## src/rtl/stage_sched_pkg.sv

```systemverilog
// Shared types for the per-sample stage scheduler: FSM state encoding and index-width helper.
package stage_sched_pkg;

  typedef enum logic [1:0] {
    IDLE   = 2'd0,
    ISSUE  = 2'd1,
    WAIT   = 2'd2,
    FINISH = 2'd3
  } state_e;

  // Width of an index over n items, never narrower than one bit.
  function automatic int idx_w(input int n);
    return (n > 2) ? $clog2(n) : 1;
  endfunction

endpackage

```

## src/rtl/stage_watchdog.sv

```systemverilog
// Per-stage hang detector: counts WAIT cycles after a start pulse and flags the (TIMEOUT)th one.
// Expiry is combinational from the registered count, so it lines up with the WAIT cycle it refers to.
module stage_watchdog #(
  parameter int TIMEOUT = 256
) (
  input  logic clk,
  input  logic rst,
  input  logic clr_i,
  input  logic en_i,
  output logic expire_o
);

  localparam int W = (TIMEOUT > 2) ? $clog2(TIMEOUT) : 1;

  logic [W-1:0] cnt_q;
  logic [W-1:0] cnt_d;
  logic         at_limit;

  assign at_limit = (cnt_q == W'(TIMEOUT - 1));
  assign expire_o = en_i && at_limit;

  always_comb begin
    cnt_d = cnt_q;
    if (clr_i) begin
      cnt_d = '0;
    end else if (en_i && !at_limit) begin
      cnt_d = cnt_q + W'(1);
    end
  end

  always_ff @(posedge clk) begin
    if (rst) begin
      cnt_q <= '0;
    end else begin
      cnt_q <= cnt_d;
    end
  end

endmodule

```

## src/rtl/stage_scheduler.sv

```systemverilog
// Per-sample effect-chain sequencer: starts each enabled stage in turn, waits for its done, pulses sample_valid.
// Tick-to-first-start is 1 cycle; ticks arriving while busy are dropped and flagged as overrun.
module stage_scheduler
  import stage_sched_pkg::*;
#(
  parameter int N_STAGES = 4,
  parameter int TIMEOUT  = 256,
  parameter int CNT_W    = 16
) (
  input  logic                          clk,
  input  logic                          rst,
  input  logic                          sample_tick,
  input  logic [N_STAGES-1:0]           bypass_mask,
  input  logic [N_STAGES-1:0]           stage_done,
  input  logic                          clear_flags,
  output logic [N_STAGES-1:0]           stage_start,
  output logic                          sample_valid,
  output logic                          busy,
  output logic                          overrun,
  output logic                          timeout,
  output logic [idx_w(N_STAGES)-1:0]    fault_stage,
  output logic [CNT_W-1:0]              cycles_used
);

  localparam int IDX_W = idx_w(N_STAGES);

  state_e              state_q, state_d;
  logic [IDX_W-1:0]    idx_q, idx_d;
  logic [N_STAGES-1:0] mask_q, mask_d;
  logic                overrun_q, overrun_d;
  logic                timeout_q, timeout_d;
  logic [IDX_W-1:0]    fault_q, fault_d;
  logic [CNT_W-1:0]    cnt_q, cnt_d;
  logic [CNT_W-1:0]    used_q, used_d;

  logic                advance;
  logic                last_stage;
  logic                issue_start;
  logic                wd_en;
  logic                wd_expire;
  logic                timeout_set;
  logic                overrun_set;
  logic [CNT_W-1:0]    cnt_inc;

  stage_watchdog #(
    .TIMEOUT (TIMEOUT)
  ) u_wd (
    .clk      (clk),
    .rst      (rst),
    .clr_i    (issue_start),
    .en_i     (wd_en),
    .expire_o (wd_expire)
  );

  assign last_stage = (idx_q == IDX_W'(N_STAGES - 1));

  always_ff @(posedge clk) begin
    if (rst) begin
      state_q <= IDLE;
      idx_q   <= '0;
      mask_q  <= '0;
    end else begin
      state_q <= state_d;
      idx_q   <= idx_d;
      mask_q  <= mask_d;
    end
  end

  always_comb begin
    state_d = state_q;
    idx_d   = idx_q;
    mask_d  = mask_q;
    advance = 1'b0;
    unique case (state_q)
      IDLE: begin
        if (sample_tick) begin
          mask_d  = bypass_mask;
          idx_d   = '0;
          state_d = ISSUE;
        end
      end
      ISSUE: begin
        if (mask_q[idx_q]) begin
          advance = 1'b1;
        end else begin
          state_d = WAIT;
        end
      end
      // Done wins over a simultaneous watchdog expiry; either way the chain moves on.
      WAIT: begin
        if (stage_done[idx_q] || wd_expire) begin
          advance = 1'b1;
        end
      end
      FINISH: begin
        state_d = IDLE;
      end
      default: begin
        state_d = IDLE;
      end
    endcase
    if (advance) begin
      if (last_stage) begin
        state_d = FINISH;
      end else begin
        idx_d   = idx_q + IDX_W'(1);
        state_d = ISSUE;
      end
    end
  end

  always_comb begin
    stage_start = '0;
    issue_start = (state_q == ISSUE) && !mask_q[idx_q];
    if (issue_start) begin
      stage_start[idx_q] = 1'b1;
    end
    sample_valid = (state_q == FINISH);
    busy         = (state_q != IDLE);
    wd_en        = (state_q == WAIT);
  end

  assign timeout_set = (state_q == WAIT) && !stage_done[idx_q] && wd_expire;
  assign overrun_set = sample_tick && (state_q != IDLE);
  assign cnt_inc     = (cnt_q == {CNT_W{1'b1}}) ? cnt_q : cnt_q + CNT_W'(1);

  always_comb begin
    overrun_d = overrun_q;
    timeout_d = timeout_q;
    if (clear_flags) begin
      overrun_d = 1'b0;
      timeout_d = 1'b0;
    end
    if (overrun_set) overrun_d = 1'b1;
    if (timeout_set) timeout_d = 1'b1;

    fault_d = timeout_set ? idx_q : fault_q;

    cnt_d = cnt_q;
    if (state_q == IDLE) begin
      if (sample_tick) cnt_d = '0;
    end else begin
      cnt_d = cnt_inc;
    end

    // The reported cost includes the FINISH cycle itself.
    used_d = (state_q == FINISH) ? cnt_inc : used_q;
  end

  always_ff @(posedge clk) begin
    if (rst) begin
      overrun_q <= 1'b0;
      timeout_q <= 1'b0;
      fault_q   <= '0;
      cnt_q     <= '0;
      used_q    <= '0;
    end else begin
      overrun_q <= overrun_d;
      timeout_q <= timeout_d;
      fault_q   <= fault_d;
      cnt_q     <= cnt_d;
      used_q    <= used_d;
    end
  end

  assign overrun     = overrun_q;
  assign timeout     = timeout_q;
  assign fault_stage = fault_q;
  assign cycles_used = used_q;

endmodule

```

## config.mk

```make
export PLATFORM = sky130hd
export DESIGN_NAME = stage_scheduler
export DESIGN_NICKNAME = d
export VERILOG_FILES = /design/src/rtl/stage_sched_pkg.sv /design/src/rtl/stage_watchdog.sv /design/src/rtl/stage_scheduler.sv
export SDC_FILE = /design/constraint.sdc
export NUM_CORES = 1
export LEC_CHECK = 0
export BUFFER_PORTS_ARGS = -buffer_cell sky130_fd_sc_hd__buf_2
export CAP_MARGIN = 20
export CELL_PAD_IN_SITES_DETAIL_PLACEMENT = 1
export CELL_PAD_IN_SITES_GLOBAL_PLACEMENT = 1
export CORE_ASPECT_RATIO = 0.75
export CORE_UTILIZATION = 40
export CTS_CLUSTER_DIAMETER = 80
export DETAILED_ROUTE_END_ITERATION = 12
export GPL_TIMING_DRIVEN = 0
export HOLD_SLACK_MARGIN = 0.03
export PLACE_DENSITY = 0.83
export SYNTH_ARGS = -nofsm -noshare
export SYNTH_HDL_FRONTEND = slang
export SYNTH_SLANG_ARGS = --single-unit
export TNS_END_PERCENT = 10
```

## constraint.sdc

```tcl
create_clock -name clk -period 5.6 [get_ports clk]
set_clock_uncertainty 0.05 [all_clocks]
set_input_delay 0.28 -clock clk [delete_from_list [all_inputs] [get_ports clk]]
set_output_delay 0.28 -clock clk [all_outputs]
set_load 0.02 [all_outputs]
```

==> impl_metrics.tcl <==
set metrics [dict create \
    place_area_um2 3040 \
    cts_max_path_buffers 2 \
    yosysTopAreaCellShare_pct 37.7 \
    switchingPower_mw 0.379 \
    ioPinCount 38 \
    crit_required_ps 5740 \
    wl_met1_um 4010 \
    first_global_vias 2574 \
    yosysWarnings 0 \
    cts_root_buf "clkbuf_8" \
    top_layer "met4" \
    clock_latency_ps 310 \
    routed_via_density 5.77 \
    holdWs_ps 161 \
    cp_slowest_cell "dfxtp_1" \
    ys_seq_area_share_pct 37.7 \
    cp_max_fo 8 \
    irDropWorstVdd_mv 0.152 \
    routedWlPerCell_um 17.3 \
    synth_edf_count 0 \
    clkTransAtPathRegs_ps 90 \
    dieWidth_um 98.0 \
    cp.depth 7 \
    finalNonFillerCells 447 \
    ant_nets 0 \
    slew_viol_final 0 \
    cp-start-kind "flip-flop" \
    wl_um 7730 \
    vias 2581 \
    outcome "finished, violations left" \
    drtPass1Iterations 8 \
    power_frac_clock_pct 21.5 \
    period_needed_ps 2200 \
    slew_headroom_pct 56.2 \
    synth_area_leaders "dfxtp_1 38%, ha_1 5.0%, nand2_1 4.8%, nor2_1 4.8%, mux2i_1 4.7%" \
    nFillCells 803 \
    tritoncts "built" \
    antenna_found_initial 0 \
    utilization_pct 48.2 \
    htreeDepth 2 \
    layout-drive-gt1-share_pct 18.0 \
    leakage_nw 1.21 \
    path_class "flip-flop to flip-flop" \
    critPathBufInv 1 \
    reg2reg_depth 7 \
    yosysTopAreaCell "dfxtp_1" \
    synth-main-ff-cell "dfxtp_1" \
    grt_max_degree 15 \
    grt_use_total_pct 22.7 \
    finalPower_mw 0.976 \
    cp-end-kind "flip-flop" \
    fin_area_um2 3120 \
    hold_violations 0 \
    sequentialPowerShare_pct 44.4 \
    synthCells 324 \
    finalSetupViolCount 0 \
    max_freq_mhz 455 \
    comb_power_share_pct 34.0 \
    internal_power_mw 0.597 \
    place.gp.congestion 0.850 \
    violations "DRC" \
    synth.net_count 347 \
    fin_ws_ps 3400 \
    cts_setup_buffers 0 \
    drt_iter0_drc 135 \
    fp.dieArea_um2 7250 \
    grt-ovfl-total 0 \
    syn_area_per_cell_um2 8.53 \
    dp_slack_ps 3450 \
    path_delay_family "simple AND/OR/NAND/NOR gates" \
    synthDistinctLibCells 53 \
    crit_chain "ha_1 -> and3_1 -> clkbuf_2 -> nand4_1 -> mux2_2 -> mux2i_1 -> nor2_1" \
    holdBufCountCts 0 \
    post-route-drc-count 2 \
    die_h_um 74.0 \
    wl_met2_um 3380 \
    coreArea_um2 6470 \
    nets 389 \
    ctsResizeCount 0 \
    async_flop_share_pct 0 \
    numCtsBuffers 5 \
    rows 25 \
    cts_num_sinks 52 \
    p_per_area_nw_per_um2 313 \
    ys_seq_elements 52 \
    cap_violations 0 \
    tns_ps 0 \
    holdPathStages 3 \
    grt_first_pass_wirelength_um 12900 \
    port_buffers 35 \
    place_hpwl_um 5800 \
    diodes 0 \
    grt_setup_unrepaired "false" \
    period_share_pct 39.3 \
    worst_pin_slew_ps 651 \
    initial_utilization_pct 42.7 \
    dp.cells 440 \
    area_growth_syn_to_layout_pct 12.8 \
    critical_path_arrival_ps 2340 \
    slowest_delay_ps 490 \
    route.met3.wl_um 302 \
    hold_path_class "input port to flip-flop" \
    switching_share_pct 38.8 \
    multi_input_area_um2 1600 \
    regArea_um2 1040 \
    synth_area_um2 2760 \
]
cells by family (layout without fill, tap and decap cells):
group / Yosys count / count (layout) / share of synthesized area (%)
AND/OR/NAND/NOR: 130 / 130 / 23.5
buffers and inverters: 28 / 70 / 4.30
AO/OA/AOI/OAI: 74 / 74 / 19.1
XOR/XNOR: 13 / 13 / 4.12
multiplexers: 16 / 16 / 6.34
flip-flops: 52 / 52 / 37.7
adder cells (fa/ha/maj): 11 / 11 / 4.98
per-layer routing:
| layer | GRT usage, % | up-vias |
|---|---|---|
| met5 | 0 | - |
| met4 | 5.05 | 0 |
| met3 | 3.57 | 5 |
| met2 | 36.5 | 47 |
| met1 | 32.6 | 1270 |
| li1 | - | 1259 |
sequential cells by signal, summed over array words and instances (netlist names):
register,cells
state_q,2
fault_stage,2
overrun,1
timeout,1
cycles_used,16
idx_q,2
u_wd.cnt_q,8
mask_q,4
cnt_q,16
worst min-delay path, delay by kind of cell:
family	cells	cell delay, ps
AO/OA/AOI/OAI	1	50
buffers and inverters	1	100
AND/OR/NAND/NOR	1	50
power by group through the flow:
stage               combinational [mW]  clock (mW)  sequential [mW]
floorplan                        0.221           0            0.448
global placement                 0.317           0            0.439
detailed placement               0.330           0            0.442
CTS                              0.333       0.215            0.433
global route                     0.366       0.232            0.438
finish                           0.332       0.210            0.434
layout by cell type, fill, tap and decap left out, types with 5 or more instances in the layout:
| master | netlist | final |
|---|---|---|
| o21ai_0 | 9 | 9 |
| nand3_1 | 15 | 15 |
| mux2i_1 | 13 | 13 |
| a31oi_1 | 11 | 11 |
| inv_1 | 7 | 7 |
| dfxtp_1 | 52 | 52 |
| clkbuf_8 | 0 | 5 |
| buf_2 | 7 | 42 |
| clkbuf_1 | 10 | 11 |
| nand2b_1 | 5 | 5 |
| nand4_1 | 8 | 8 |
| nor2_1 | 35 | 35 |
| nor3_1 | 5 | 5 |
| and3_1 | 12 | 12 |
| a21oi_1 | 15 | 15 |
| xnor2_1 | 6 | 6 |
| nand2_1 | 35 | 35 |
| ha_1 | 11 | 11 |
| xor2_1 | 7 | 7 |
| a211oi_1 | 10 | 10 |
path summary, 6_finish.rpt:
kind,startpoint,end,slack (ps)
setup / recovery,cnt_q[0]$_SDFFE_PP0P_,cycles_used[12]$_SDFFE_PP0P_,3400
hold / removal,bypass_mask[2],mask_q[2]$_SDFFE_PP0P_,160
setup reg to reg,cnt_q[0]$_SDFFE_PP0P_,cycles_used[12]$_SDFFE_PP0P_,3400
hold reg to reg,mask_q[2]$_SDFFE_PP0P_,mask_q[2]$_SDFFE_PP0P_,410
cell usage after synthesis (all sizes together), types with 6 or more instances:
master	n
mux2i	13
inv	7
nand2	35
ha	11
nor2	37
a21oi	16
nand4	8
xnor2	6
clkbuf	11
buf	8
xor2	7
a211oi	12
a31oi	12
and3	12
nand3	17
dfxtp	52
o21ai	9
final cells by class:
type	instances	share of cell area, %
Tap cell	81	3.25
Buffer	19	2.73
Sequential cell	52	33.4
Inverter	9	1.08
Clock buffer	6	2.33
Timing Repair Buffer	35	5.62
Clock inverter	1	0.161
Multi-Input combinational cell	244	51.4
Power figures use the tool's default switching activity.
